<file path="src/rtl/npc_redirect_if.sv">
// Next-PC redirect bus: EX-stage branch resolution in, fetch PC/flush/counters out.
// master = pipeline side (drives EX inputs), slave = npc_redirect.
interface npc_redirect_if #(
    parameter int CNT_W = 32
);
    logic             stall_if;
    logic             stall_ex;
    logic             valid_ex;
    logic             is_br_ex;
    logic [1:0]       npc_sel_ex;
    logic [31:0]      pc_ex;
    logic [31:0]      offs_ex;
    logic [31:0]      rj_ex;
    logic [31:0]      pc_if;
    logic             flush_if_id;
    logic             flush_id_ex;
    logic             redirect_pending;
    logic             target_misalign;
    logic [CNT_W-1:0] br_cnt;
    logic [CNT_W-1:0] br_taken_cnt;

    modport master (
        output stall_if, stall_ex, valid_ex, is_br_ex,
        output npc_sel_ex, pc_ex, offs_ex, rj_ex,
        input  pc_if, flush_if_id, flush_id_ex,
        input  redirect_pending, target_misalign,
        input  br_cnt, br_taken_cnt
    );

    modport slave (
        input  stall_if, stall_ex, valid_ex, is_br_ex,
        input  npc_sel_ex, pc_ex, offs_ex, rj_ex,
        output pc_if, flush_if_id, flush_id_ex,
        output redirect_pending, target_misalign,
        output br_cnt, br_taken_cnt
    );
endinterface

</file>
<file path="src/rtl/npc_redirect.sv">
// Next-PC / redirect controller: owns the fetch PC, applies EX redirects,
// buffers a redirect while fetch stalls, and counts resolved/taken branches.
// Ports: clk, rstn (sync, active-low), bus (npc_redirect_if.slave).
module npc_redirect #(
    parameter logic [31:0] RESET_PC = 32'h1c00_0000,
    parameter int          CNT_W    = 32
) (
    input  logic           clk,
    input  logic           rstn,
    npc_redirect_if.slave  bus
);
    localparam logic [0:0] RUN  = 1'b0;
    localparam logic [0:0] HOLD = 1'b1;

    logic [0:0]       state_q, state_d;
    logic [31:0]      pc_q, pc_d;
    logic [31:0]      pend_q, pend_d;
    logic             mis_q, mis_d;
    logic [CNT_W-1:0] br_cnt_q, br_cnt_d;
    logic [CNT_W-1:0] tk_cnt_q, tk_cnt_d;

    logic        accept;
    logic        take;
    logic [31:0] raw_tgt;
    logic [31:0] tgt;

    assign accept  = bus.valid_ex & ~bus.stall_ex & bus.is_br_ex;
    assign take    = accept & bus.npc_sel_ex[1];
    // sel[0] picks pc-relative (11) over register-relative jirl (10)
    assign raw_tgt = (bus.npc_sel_ex[0] ? bus.pc_ex : bus.rj_ex)
                   + bus.offs_ex;
    assign tgt     = {raw_tgt[31:2], 2'b00};

    always_comb begin
        state_d  = state_q;
        pc_d     = pc_q;
        pend_d   = pend_q;
        mis_d    = take & (raw_tgt[1:0] != 2'b00);
        br_cnt_d = br_cnt_q + {{(CNT_W-1){1'b0}}, accept};
        tk_cnt_d = tk_cnt_q + {{(CNT_W-1){1'b0}}, take};
        if (state_q == RUN) begin
            if (take) begin
                if (bus.stall_if) begin
                    pend_d  = tgt;
                    state_d = HOLD;
                end else begin
                    pc_d = tgt;
                end
            end else if (!bus.stall_if) begin
                pc_d = pc_q + 32'd4;
            end
        end else begin
            // youngest redirect wins over the buffered one
            if (take) begin
                pend_d = tgt;
            end
            if (!bus.stall_if) begin
                pc_d    = take ? tgt : pend_q;
                state_d = RUN;
            end
        end
    end

    always_ff @(posedge clk) begin
        if (!rstn) begin
            state_q  <= RUN;
            pc_q     <= RESET_PC;
            pend_q   <= 32'h0;
            mis_q    <= 1'b0;
            br_cnt_q <= '0;
            tk_cnt_q <= '0;
        end else begin
            state_q  <= state_d;
            pc_q     <= pc_d;
            pend_q   <= pend_d;
            mis_q    <= mis_d;
            br_cnt_q <= br_cnt_d;
            tk_cnt_q <= tk_cnt_d;
        end
    end

    assign bus.pc_if            = pc_q;
    assign bus.flush_id_ex      = take;
    // while holding, whatever fetch returns is wrong-path
    assign bus.flush_if_id      = take | (state_q == HOLD);
    assign bus.redirect_pending = (state_q == HOLD);
    assign bus.target_misalign  = mis_q;
    assign bus.br_cnt           = br_cnt_q;
    assign bus.br_taken_cnt     = tk_cnt_q;
endmodule

</file>
<file path="src/flat_wrapper.sv">
// flat-port wrapper written by rule: the top's interface ports become plain ports
module npc_redirect_flat 
#(
    parameter logic [31:0] RESET_PC = 32'h1c00_0000,
    parameter int          CNT_W    = 32
)
  (clk, rstn, bus_stall_if, bus_stall_ex, bus_valid_ex, bus_is_br_ex, bus_npc_sel_ex, bus_pc_ex, bus_offs_ex, bus_rj_ex, bus_pc_if, bus_flush_if_id, bus_flush_id_ex, bus_redirect_pending, bus_target_misalign, bus_br_cnt, bus_br_taken_cnt);
  npc_redirect_if #(.CNT_W(CNT_W)) bus_i ();
  input  logic clk;
  input  logic rstn;
  input wire logic [$bits(bus_i.stall_if)-1:0] bus_stall_if;
  input wire logic [$bits(bus_i.stall_ex)-1:0] bus_stall_ex;
  input wire logic [$bits(bus_i.valid_ex)-1:0] bus_valid_ex;
  input wire logic [$bits(bus_i.is_br_ex)-1:0] bus_is_br_ex;
  input wire logic [$bits(bus_i.npc_sel_ex)-1:0] bus_npc_sel_ex;
  input wire logic [$bits(bus_i.pc_ex)-1:0] bus_pc_ex;
  input wire logic [$bits(bus_i.offs_ex)-1:0] bus_offs_ex;
  input wire logic [$bits(bus_i.rj_ex)-1:0] bus_rj_ex;
  output wire logic [$bits(bus_i.pc_if)-1:0] bus_pc_if;
  output wire logic [$bits(bus_i.flush_if_id)-1:0] bus_flush_if_id;
  output wire logic [$bits(bus_i.flush_id_ex)-1:0] bus_flush_id_ex;
  output wire logic [$bits(bus_i.redirect_pending)-1:0] bus_redirect_pending;
  output wire logic [$bits(bus_i.target_misalign)-1:0] bus_target_misalign;
  output wire logic [$bits(bus_i.br_cnt)-1:0] bus_br_cnt;
  output wire logic [$bits(bus_i.br_taken_cnt)-1:0] bus_br_taken_cnt;
  assign bus_i.stall_if = bus_stall_if;
  assign bus_i.stall_ex = bus_stall_ex;
  assign bus_i.valid_ex = bus_valid_ex;
  assign bus_i.is_br_ex = bus_is_br_ex;
  assign bus_i.npc_sel_ex = bus_npc_sel_ex;
  assign bus_i.pc_ex = bus_pc_ex;
  assign bus_i.offs_ex = bus_offs_ex;
  assign bus_i.rj_ex = bus_rj_ex;
  assign bus_pc_if = bus_i.pc_if;
  assign bus_flush_if_id = bus_i.flush_if_id;
  assign bus_flush_id_ex = bus_i.flush_id_ex;
  assign bus_redirect_pending = bus_i.redirect_pending;
  assign bus_target_misalign = bus_i.target_misalign;
  assign bus_br_cnt = bus_i.br_cnt;
  assign bus_br_taken_cnt = bus_i.br_taken_cnt;
  npc_redirect #(.RESET_PC(RESET_PC), .CNT_W(CNT_W)) u_core (.clk(clk), .rstn(rstn), .bus(bus_i));
endmodule
</file>
<file path="config.mk">
export PLATFORM = sky130hd
export DESIGN_NAME = npc_redirect_flat
export DESIGN_NICKNAME = d
export VERILOG_FILES = /design/src/rtl/npc_redirect_if.sv /design/src/rtl/npc_redirect.sv /design/src/flat_wrapper.sv
export SDC_FILE = /design/constraint.sdc
export NUM_CORES = 1
export LEC_CHECK = 0
export ABC_AREA = 0
export CORE_ASPECT_RATIO = 2
export CORE_MARGIN = 5
export CORE_UTILIZATION = 51
export DETAILED_ROUTE_END_ITERATION = 7
export PLACE_DENSITY = 0.93
export SLEW_MARGIN = 5
export SYNTH_ARGS = -nofsm -noshare
export SYNTH_HDL_FRONTEND = slang
export SYNTH_SLANG_ARGS = --single-unit
</file>
<file path="constraint.sdc">
create_clock -name clk -period 3.8 [get_ports clk]
set_clock_uncertainty 0.1 [all_clocks]
set_input_delay 0.57 -clock clk [delete_from_list [all_inputs] [get_ports clk]]
set_output_delay 0.57 -clock clk [all_outputs]
set_load 0.02 [all_outputs]
</file>
### Word level (Yosys, flattened, before mapping)

Cells that the tools add are included.

* mux-type cells: 13
* add/sub/neg operators: 4
* bitwise gates (word level): 6
* reductions and logical operators: 4

Operators by type and width (count)
* 32-bit two-way mux: 10
* 32-bit by 1-bit adder with 32-bit output: 2
* 32-bit by 3-bit adder with 32-bit output, second input constant: 1
* 32-bit adder: 1
* 2-bit nonzero test: 3
* 1-bit AND: 4
* 1-bit two-way mux: 3
* 2-bit AND reduction: 1
* 1-bit inverter: 1
* 1-bit OR: 1

* bits in registers: 130
* word-level logic and storage cells: 33
* input port bits: 104
* output and inout port bits: 100

### Depth between registers and ports, before layout

Gate-level depths: netlist (run 1).

* word-level depth: 7
* mapped depth: 15
* gate-level depth less buffers: 12

### Least setup slack after synthesis (run 1)

Ideal clock, no wire load.

* kind: in2reg
* from: input bus_stall_ex
* to: register u_core.tk_cnt_q[28], in the netlist u_core.bus.br_taken_cnt[28]
* slack: 0.065 ns
* setup time: 0.070 ns
* data required time: 3.630 ns
* stages on the path: 15
* path buffers: 3
* data arrival time: 3.564 ns
* path through: and3b_1 nand2_1 inv_1 clkbuf_1 buf_1 ha_1 ha_1 and2_1 and3_1 clkbuf_1 nand3_1 nor2_1 nand3_1 or3_1 a21oi_1

* cells in the longest elaborated chain, start to end: 5

Ends and longest elaborated chain
* start, declared: line flat_wrapper.sv:12 `input wire logic [$bits(bus_i.stall_ex)-1:0] bus_stall_ex;`
* 1-bit inverter: line npc_redirect.sv:27 `assign accept = bus.valid_ex & ~bus.stall_ex & bus.is_br_ex;`
* 1-bit AND (2 in a row): line npc_redirect.sv:27
* 1-bit AND: line npc_redirect.sv:28 `assign take = accept & bus.npc_sel_ex[1];`
* named net bus_flush_id_ex: line flat_wrapper.sv:21 `output wire logic [$bits(bus_i.flush_id_ex)-1:0] bus_flush_id_ex;`
* 32-bit by 1-bit adder with 32-bit output: line npc_redirect.sv:40 `tk_cnt_d = tk_cnt_q + {{(CNT_W-1){1'b0}}, take};`
* end signal, assigned: line npc_redirect.sv:78 `tk_cnt_q <= tk_cnt_d;`
* end, declared: line npc_redirect.sv:20 `logic [CNT_W-1:0] tk_cnt_q, tk_cnt_d;`

The timed path passes the listed nets, and every way through them passes these cells.
A chain may end at the register's enable or synchronous reset.

### Final worst setup path (run 1)

* from: input bus_npc_sel_ex[0]
* to: register u_core.pc_q[31], in the netlist u_core.bus.pc_if[31]

* cells in the longest elaborated chain, start to end: 5
* elaborated cells on any way between the ends: 7
* those cells by class: add/sub (1); mux (6)

Ends and longest elaborated chain
* start, declared: line flat_wrapper.sv:15 `input wire logic [$bits(bus_i.npc_sel_ex)-1:0] bus_npc_sel_ex;`
* 32-bit two-way mux *: line npc_redirect.sv:30 `assign raw_tgt = (bus.npc_sel_ex[0] ? bus.pc_ex : bus.rj_ex)`
* 32-bit adder *: line npc_redirect.sv:31 `+ bus.offs_ex;`
* 32-bit two-way mux (on tied branches)
* 32-bit two-way mux (on tied branches): line npc_redirect.sv:42, npc_redirect.sv:57
* 32-bit two-way mux *: line npc_redirect.sv:41 `if (state_q == RUN) begin`
* end signal, assigned: line npc_redirect.sv:74 `pc_q <= pc_d;`
* end, declared: line npc_redirect.sv:16 `logic [31:0] pc_q, pc_d;`

Every way passes the cells marked *; elsewhere a longest branch is shown, timed or not. The select of a mux whose other input is x is not followed.

==> summary.md, run 1 <==
| Metric | Value |
|---|---|
| TritonCTS buffer count | `25` |
| Most frequent cells in the layout | `203 x clkdlybuf4s50_1, 146 x nand2_1, 129 x dfxtp_1, 121 x nor2_1, 93 x a21oi_1` |
| Number of synthesized flops with an enable pin | `0` |
| Slew Viols, Final | `0` |
| Via Count | `9309` |
| Worst hold margin | `0.355 ns` |
| Post-synth ARST share | `0` |
| CP startpoint kind | `input pin` |
| Gr ovfl total | `0` |
| Vias/cell | `5.99` |
| Tcrit/Tclk final | `0.923` |
| Placed cell area | `0.0110 sq mm` |
| Fin nets | `1484` |
| Stages on worst setup path | `14` |
| Max-cap violations | `0` |
| Flop and latch count out of synthesis | `130` |
| Initial Util | `0.514` |
| CTS tree | `yes` |
| Pre-antenna DRT Iters | `6` |
| Hold path depth | `2` |
| CTS Hold Buffers Added | `0` |
| Main synth FF type | `dfxtp_1` |
| Relative slew slack | `0.476` |
| RSZ-0062 raised after global routing | `true` |
| Crit path from | `bus_npc_sel_ex[0]` |
| Synthesis Warnings | `0` |
| Final Worst Setup Slack | `0.292 ns` |
| Worst path required time | `4.05 ns` |
| Total power | `4.24 mW` |
| Die ar. | `0.0190 sq mm` |
| Cell row count | `66` |
| Final hold violations | `0` |
| GP Congestion | `0.941` |
| Core area | `0.0161 sq mm` |
| Syn_nets | `1225` |
| Critical Path AT | `3.76 ns` |
| Worst r2r src | `u_core.bus.pc_if[2]$_SDFFE_PN0N_` |
| Post-synthesis cell type count | `69` |
| Crit path cell chain | `clkdlybuf4s50_1 -> buf_4 -> buf_4 -> buf_4 -> mux2_2 -> ha_1 -> and2_1 -> and3_1 -> and4_1 -> a22oi_1 -> nand2_1 -> o22ai_1 -> xnor2_2 -> o21ai_0` |
| Die Span X | `100 um` |
| Type of destination of the critical path | `flop` |
| Power per cell area | `362 mW/mm^2` |
| Crit Path Category | `in2reg` |
| Clk Tree Root Cell | `clkbuf_16` |
| Clock transition at the registers of the reported paths | `0.05 ns` |
| Max Root-Sink Buffers | `3` |
| Wire per inst | `17.5 um` |
| Max Fclk | `285 MHz` |
| First-pass GRT wire length | `44.2 mm` |
| Vias in the first global route | `9520` |
| Share of the yosys chip area belonging to registers | `0.314` |
| Status | `finished, final reports clean` |
| Clk sinks | `130` |
| Crit-path max cell delay | `0.54 ns` |
| CP max stage cell | `clkdlybuf4s50_1` |
| Total negative slack | `0 ns` |
| Mapped cell area | `0.00828 sq mm` |
| CP top delay family | `buffers and inverters` |
| Initial antenna violation count | `0` |
| IO Count | `204` |
| Worst VDD drop | `234 uV` |
| Tmin final | `3.51 ns` |
| Share of cells above drive strength 1 | `0.121` |
| I/O Buffers | `203` |
| Largest net degree at the start of global routing | `41` |
| Worst Hold Class | `reg2reg` |
| Clk_lat worst skew | `0.48 ns` |
| Critical path buffer and inverter count | `4` |
| Slew @ Worst Pin | `0.786 ns` |
| Dpl hpwl | `19.6 mm` |
| Die height | `190 um` |
| Fill cells | `1135` |
| Fin area | `0.0117 sq mm` |
| H-tree Lvls | `4` |
| Syn_area_per_cell | `7.64 sq um` |
| P&R area growth vs syn | `41.5%` |
| Hold Crit Start | `u_core.pend_q[12]$_SDFFE_PN0P_` |
| Critical path's most frequent cell | `buf_4` |
| Cells after Synth | `1084` |
| Total Wirelength | `27.2 mm` |
| Reg2Reg Depth | `9` |
| Antenna cell count | `0` |
| Crit Path Max Fanout | `16` |
| Routed Antenna Nets | `0` |
| Dpl ws | `-0.297 ns` |
| Most common cell after layout, fill and taps aside | `clkdlybuf4s50_1` |
| Final setup viols | `0` |
| Remaining routing DRC violations | `0` |
| Lkg Pwr | `4.47 nW` |
| Aggregate global-route resource usage | `0.279` |
| DRT iter0 DRCs | `662` |
-- registers in the layout, indices dropped and copies added, names as in the netlist --
register                     flops
u_core.bus.br_cnt               32
u_core.bus.br_taken_cnt         32
u_core.bus.pc_if                32
u_core.bus.redirect_pending      1
u_core.bus.target_misalign       1
u_core.pend_q                   32
-- power breakdown --
group,switching (mW),internal [mW]
sequential,0.0384,1.39
clock,0.638,1.25
combinational,0.468,0.452
-- routing by layer --
layer	routed length [um]	vias to the layer above	GRT usage	part of all wire
li1	-	4364	-	-
met1	10200	4256	0.322	0.37
met2	13300	561	0.477	0.49
met3	2290	128	0.0521	0.084
met4	1390	0	0.160	0.051
met5	0	-	0	0
-- cells in the mapped netlist, types with 25 or more instances --
library cell,number,area share
ha_1,36,0.054
and3_1,25,0.019
o21ai_0,81,0.049
nor2_1,121,0.055
nand3_1,56,0.034
clkbuf_1,48,0.022
xnor2_1,33,0.035
dfxtp_1,130,0.31
xor2_1,60,0.063
nand2_1,146,0.066
mux2_2,31,0.042
a21oi_1,93,0.056
nand4_1,27,0.020
-- path summary, 6_finish.rpt --
check	slack [ns]	endpoint
setup / recovery	0.29	u_core.bus.pc_if[31]$_SDFFE_PN0N_
hold / removal	0.35	u_core.pend_q[12]$_SDFFE_PN0P_
setup reg to reg	0.94	u_core.bus.pc_if[30]$_SDFFE_PN0N_
hold reg to reg	0.35	u_core.pend_q[12]$_SDFFE_PN0P_
-- what timing repair did --
item,CTS,global route
gates resized for setup,0,2
endpoints found under the setup margin,0,4
setup buffers,0,0
-- layout make-up --
class / count / area, sq um / share of cell area
Tap cell: 204 / 255 / 0.0218
Sequential cell: 130 / 2600 / 0.222
Inverter: 18 / 67.6 / 0.00577
Timing Repair Buffer: 288 / 2680 / 0.229
Clock buffer: 32 / 692 / 0.0591
Clock inverter: 1 / 5.00 / 0.000427
Multi-Input combinational cell: 880 / 5410 / 0.462
-- metrics by stage --
| step | utilization | instances |
|---|---|---|
| 3_5_place_dp | 0.683 | 1520 |
| 2_1_floorplan | - | 1084 |
| 3_3_place_gp | 0.683 | 1520 |
| 5_1_grt | 0.727 | 1553 |
| 6_report | 0.727 | 1553 |
| 4_1_cts | 0.727 | 1553 |
-- worst reg2reg max path, stage by stage (launching register included) --
cell and delay [ns]:
dfxtp_1 0.49, ha_1 0.34, nand3_1 0.21, nor4_4 0.43, and2_4 0.26, nand3_2 0.08
xor2_1 0.16, a221oi_2 0.31, a221oi_1 0.10, a221oi_2 0.28
-- cell families (layout without fill, tap and decap cells) --
logic type | count (synthesis) | in the layout | synth area share
AOI/OAI and AO/OA | 274 | 274 | 0.200
xor gates and xnor gates | 93 | 93 | 0.0984
adders and majority gates | 37 | 37 | 0.0568
buffers and inverters | 74 | 339 | 0.0343
DFF | 130 | 130 | 0.314
muxes | 35 | 35 | 0.0470
and+or+nand+nor | 441 | 441 | 0.249
Note: power is estimated with default switching activity, not from simulation.
==> inputs of run 2 (changes only) <==
--- a/config.mk
+++ b/config.mk
@@ -6,11 +6,12 @@
 export NUM_CORES = 1
 export LEC_CHECK = 0
 export ABC_AREA = 0
+export CELL_PAD_IN_SITES_DETAIL_PLACEMENT = 1
+export CELL_PAD_IN_SITES_GLOBAL_PLACEMENT = 1
 export CORE_ASPECT_RATIO = 2
-export CORE_MARGIN = 5
-export CORE_UTILIZATION = 51
+export CORE_UTILIZATION = 36
 export DETAILED_ROUTE_END_ITERATION = 7
-export PLACE_DENSITY = 0.93
+export PLACE_DENSITY = 0.92
 export SLEW_MARGIN = 5
 export SYNTH_ARGS = -nofsm -noshare
 export SYNTH_HDL_FRONTEND = slang
==> summary.md, run 2 (synthesis gave the netlist of run 1 again) <==
| Metric | Value |
|---|---|
| Slew @ Worst Pin | `0.842 ns (was 0.786 ns)` |
| Tmin final | `3.67 ns (was 3.51 ns)` |
| CP startpoint kind | `input pin (unchanged)` |
| Pre-antenna DRT Iters | `5 (was 6)` |
| Critical path buffer and inverter count | `5 (was 4)` |
| Switching Power | `1.16 mW (was 1.15 mW)` |
| Most frequent cells in the layout | `202 x clkdlybuf4s50_1, 146 x nand2_1, 129 x dfxtp_1, 121 x nor2_1, 98 x buf_4 (was 203 x clkdlybuf4s50_1, 146 x nand2_1, 129 x dfxtp_1, 121 x nor2_1, 93 x a21oi_1)` |
| Crit Path Max Fanout | `22 (was 16)` |
| Largest net degree at the start of global routing | `48 (was 41)` |
| First-pass GRT wire length | `48.7 mm (was 44.2 mm)` |
| Initial Util | `0.366 (was 0.514)` |
| Clock transition at the registers of the reported paths | `0.06 ns (was 0.05 ns)` |
| Final Worst Setup Slack | `0.128 ns (was 0.292 ns)` |
| H-tree Lvls | `4 (unchanged)` |
| Critical Path AT | `3.87 ns (was 3.76 ns)` |
| Status | `finished, final reports clean (unchanged)` |
| Tcrit/Tclk final | `0.966 (was 0.923)` |
| CP max stage cell | `clkdlybuf4s50_1 (unchanged)` |
| CTS Hold Buffers Added | `0 (unchanged)` |
| Total Wirelength | `31.1 mm (was 27.2 mm)` |
| Crit-path max cell delay | `0.53 ns (was 0.54 ns)` |
| Clk Tree Root Cell | `clkbuf_16 (unchanged)` |
| Wire per inst | `18.9 um (was 17.5 um)` |
| Die height | `216 um (was 190 um)` |
| Aggregate global-route resource usage | `0.265 (was 0.279)` |
| Worst path required time | `4.00 ns (was 4.05 ns)` |
| Sw Ratio | `0.287 (was 0.270)` |
| Die Span X | `109 um (was 100 um)` |
| TritonCTS buffer count | `17 (was 25)` |
| Via Count | `9316 (was 9309)` |
| Fin nets | `1492 (was 1484)` |
| Worst Hold Class | `reg2reg (unchanged)` |
| Worst hold margin | `0.355 ns (about the same)` |
| Vias/cell | `5.67 (was 5.99)` |
| Fill cells | `2724 (was 1135)` |
| Antenna cell count | `0 (unchanged)` |
| I/O Buffers | `203 (unchanged)` |
| Max-cap violations | `0 (unchanged)` |
| Met1 usage | `0.239 (was 0.322)` |
| P&R area growth vs syn | `43.5% (was 41.5%)` |
| Cell Int Power | `2.87 mW (was 3.09 mW)` |
| Crit path cell chain | `clkdlybuf4s50_1 -> buf_6 -> buf_12 -> mux2_2 -> ha_1 -> nand2_1 -> buf_4 -> or3_1 -> nor2_1 -> o21ai_0 -> buf_4 -> a21boi_1 -> o22ai_1 -> xnor2_1 -> o21ai_0 (was clkdlybuf4s50_1 -> buf_4 -> buf_4 -> buf_4 -> mux2_2 -> ha_1 -> and2_1 -> and3_1 -> and4_1 -> a22oi_1 -> nand2_1 -> o22ai_1 -> xnor2_2 -> o21ai_0)` |
| Max Root-Sink Buffers | `2 (was 3)` |
| Die ar. | `0.0236 sq mm (was 0.0190 sq mm)` |
| CP top delay family | `buffers and inverters (unchanged)` |
| Clk sinks | `130 (unchanged)` |
| Remaining routing DRC violations | `0 (unchanged)` |
| Final hold violations | `0 (unchanged)` |
| Crit Path Category | `in2reg (unchanged)` |
| Dpl hpwl | `23.8 mm (was 19.6 mm)` |
| IO Count | `204 (unchanged)` |
| Vias in the first global route | `9939 (was 9520)` |
| Relative slew slack | `0.438 (was 0.476)` |
| Power per cell area | `339 mW/mm^2 (was 362 mW/mm^2)` |
| Worst VDD drop | `325 uV (was 234 uV)` |
| Most common cell after layout, fill and taps aside | `clkdlybuf4s50_1 (unchanged)` |
| Clk_lat worst skew | `0.42 ns (was 0.48 ns)` |
| Type of destination of the critical path | `flop (unchanged)` |
| Met3 Track Usage GR | `0.0394 (was 0.0521)` |
| Total power | `4.03 mW (was 4.24 mW)` |
| Sequential share of power | `0.354 (was 0.337)` |
| Max Fclk | `272 MHz (was 285 MHz)` |
| Clock share of power | `0.402 (was 0.446)` |
| Comb power frac | `0.244 (was 0.217)` |
| Share of cells above drive strength 1 | `0.137 (was 0.121)` |
| Slew Viols, Final | `0 (unchanged)` |
| Routed Antenna Nets | `0 (unchanged)` |
| DRT iter0 DRCs | `454 (was 662)` |
| FF+latch area | `0.00260 sq mm (unchanged)` |
| Dpl ws | `-0.420 ns (was -0.297 ns)` |
| GR peak layer | `met2 (unchanged)` |
| Initial antenna violation count | `0 (unchanged)` |
| Core area | `0.0226 sq mm (was 0.0161 sq mm)` |
| Cell row count | `78 (was 66)` |
| Lkg Pwr | `4.49 nW (was 4.47 nW)` |
| CTS tree | `yes (unchanged)` |
| Final setup viols | `0 (unchanged)` |
| GP Congestion | `0.913 (was 0.941)` |
| Met2 Use GR | `0.516 (was 0.477)` |
| Multi-input gate area | `0.00546 sq mm (was 0.00541 sq mm)` |
| Gr ovfl total | `0 (unchanged)` |
run 2: cell count changes in the layout (fill, tap and decap cells not counted), sizes merged:
cell / change
clkinv: +4
buf: +17
clkdlybuf4s50: -1
clkbuf: -10
clkinvlp: +3
bufinv: +2
run 2: layer usage:
metal	wire (um)	share of wire	vias to the layer above
li1	-	-	4386
met3	921	0.030	116
met5	0	0	-
met1	10600	0.34	4528
met4	1830	0.059	0
met2	17700	0.57	286
run 2: power groups by stage:
stage / logic, mW / clock network, mW / registers, mW
2_1_floorplan: 0.478 / 0 / 1.46
3_3_place_gp: 0.911 / 0 / 1.45
3_5_place_dp: 0.945 / 0 / 1.45
4_1_cts: 0.955 / 1.64 / 1.43
5_1_grt: 1.06 / 1.70 / 1.43
6_report: 0.983 / 1.62 / 1.43
run 2: final timing paths:
check                                                 startpoint                           endpoint  slack [ns]  cells past startpoint
worst max register to register  u_core.bus.pc_if[2]$_SDFFE_PN0N_  u_core.bus.pc_if[30]$_SDFFE_PN0N_        0.93                      9
worst min-delay path              u_core.pend_q[28]$_SDFFE_PN0P_     u_core.pend_q[28]$_SDFFE_PN0P_        0.36                      2
worst max-delay path                           bus_npc_sel_ex[0]  u_core.bus.pc_if[31]$_SDFFE_PN0N_        0.13                     15
worst min register to register    u_core.pend_q[28]$_SDFFE_PN0P_     u_core.pend_q[28]$_SDFFE_PN0P_        0.36                      2
run 2: per-stage QoR:
stage | setup TNS (ns) | utilization | instances | area [sq um]
2_1_floorplan | 0 | - | 1084 | 8280
3_3_place_gp | -1.90 | 0.495 | 1608 | 11200
3_5_place_dp | -5.20 | 0.495 | 1608 | 11200
4_1_cts | 0 | 0.520 | 1640 | 11800
5_1_grt | -0.0617 | 0.525 | 1644 | 11900
6_report | 0 | 0.525 | 1644 | 11900
run 2: cell type report:
type / count / area share
inverters: 18 / 0.00569
flip-flops and latches: 130 / 0.219
multi-input cells: 880 / 0.460
well taps: 280 / 0.0295
clock inverters: 10 / 0.00906
repair buffers: 304 / 0.237
clock buffers: 22 / 0.0399
run 2: tightest hold or removal path, delay by kind of cell (launching register included):
kind	cells	cell delay [ns]
flip-flops	1	0.31
AND/OR/NAND/NOR	1	0.05
AO/OA/AOI/OAI	1	0.05
run 2: what timing repair did:
item	in CTS	in global routing
setup endpoints to repair	0	11
setup buffers	0	4
gates resized for setup	0	12
endpoints found under the hold margin	0	0
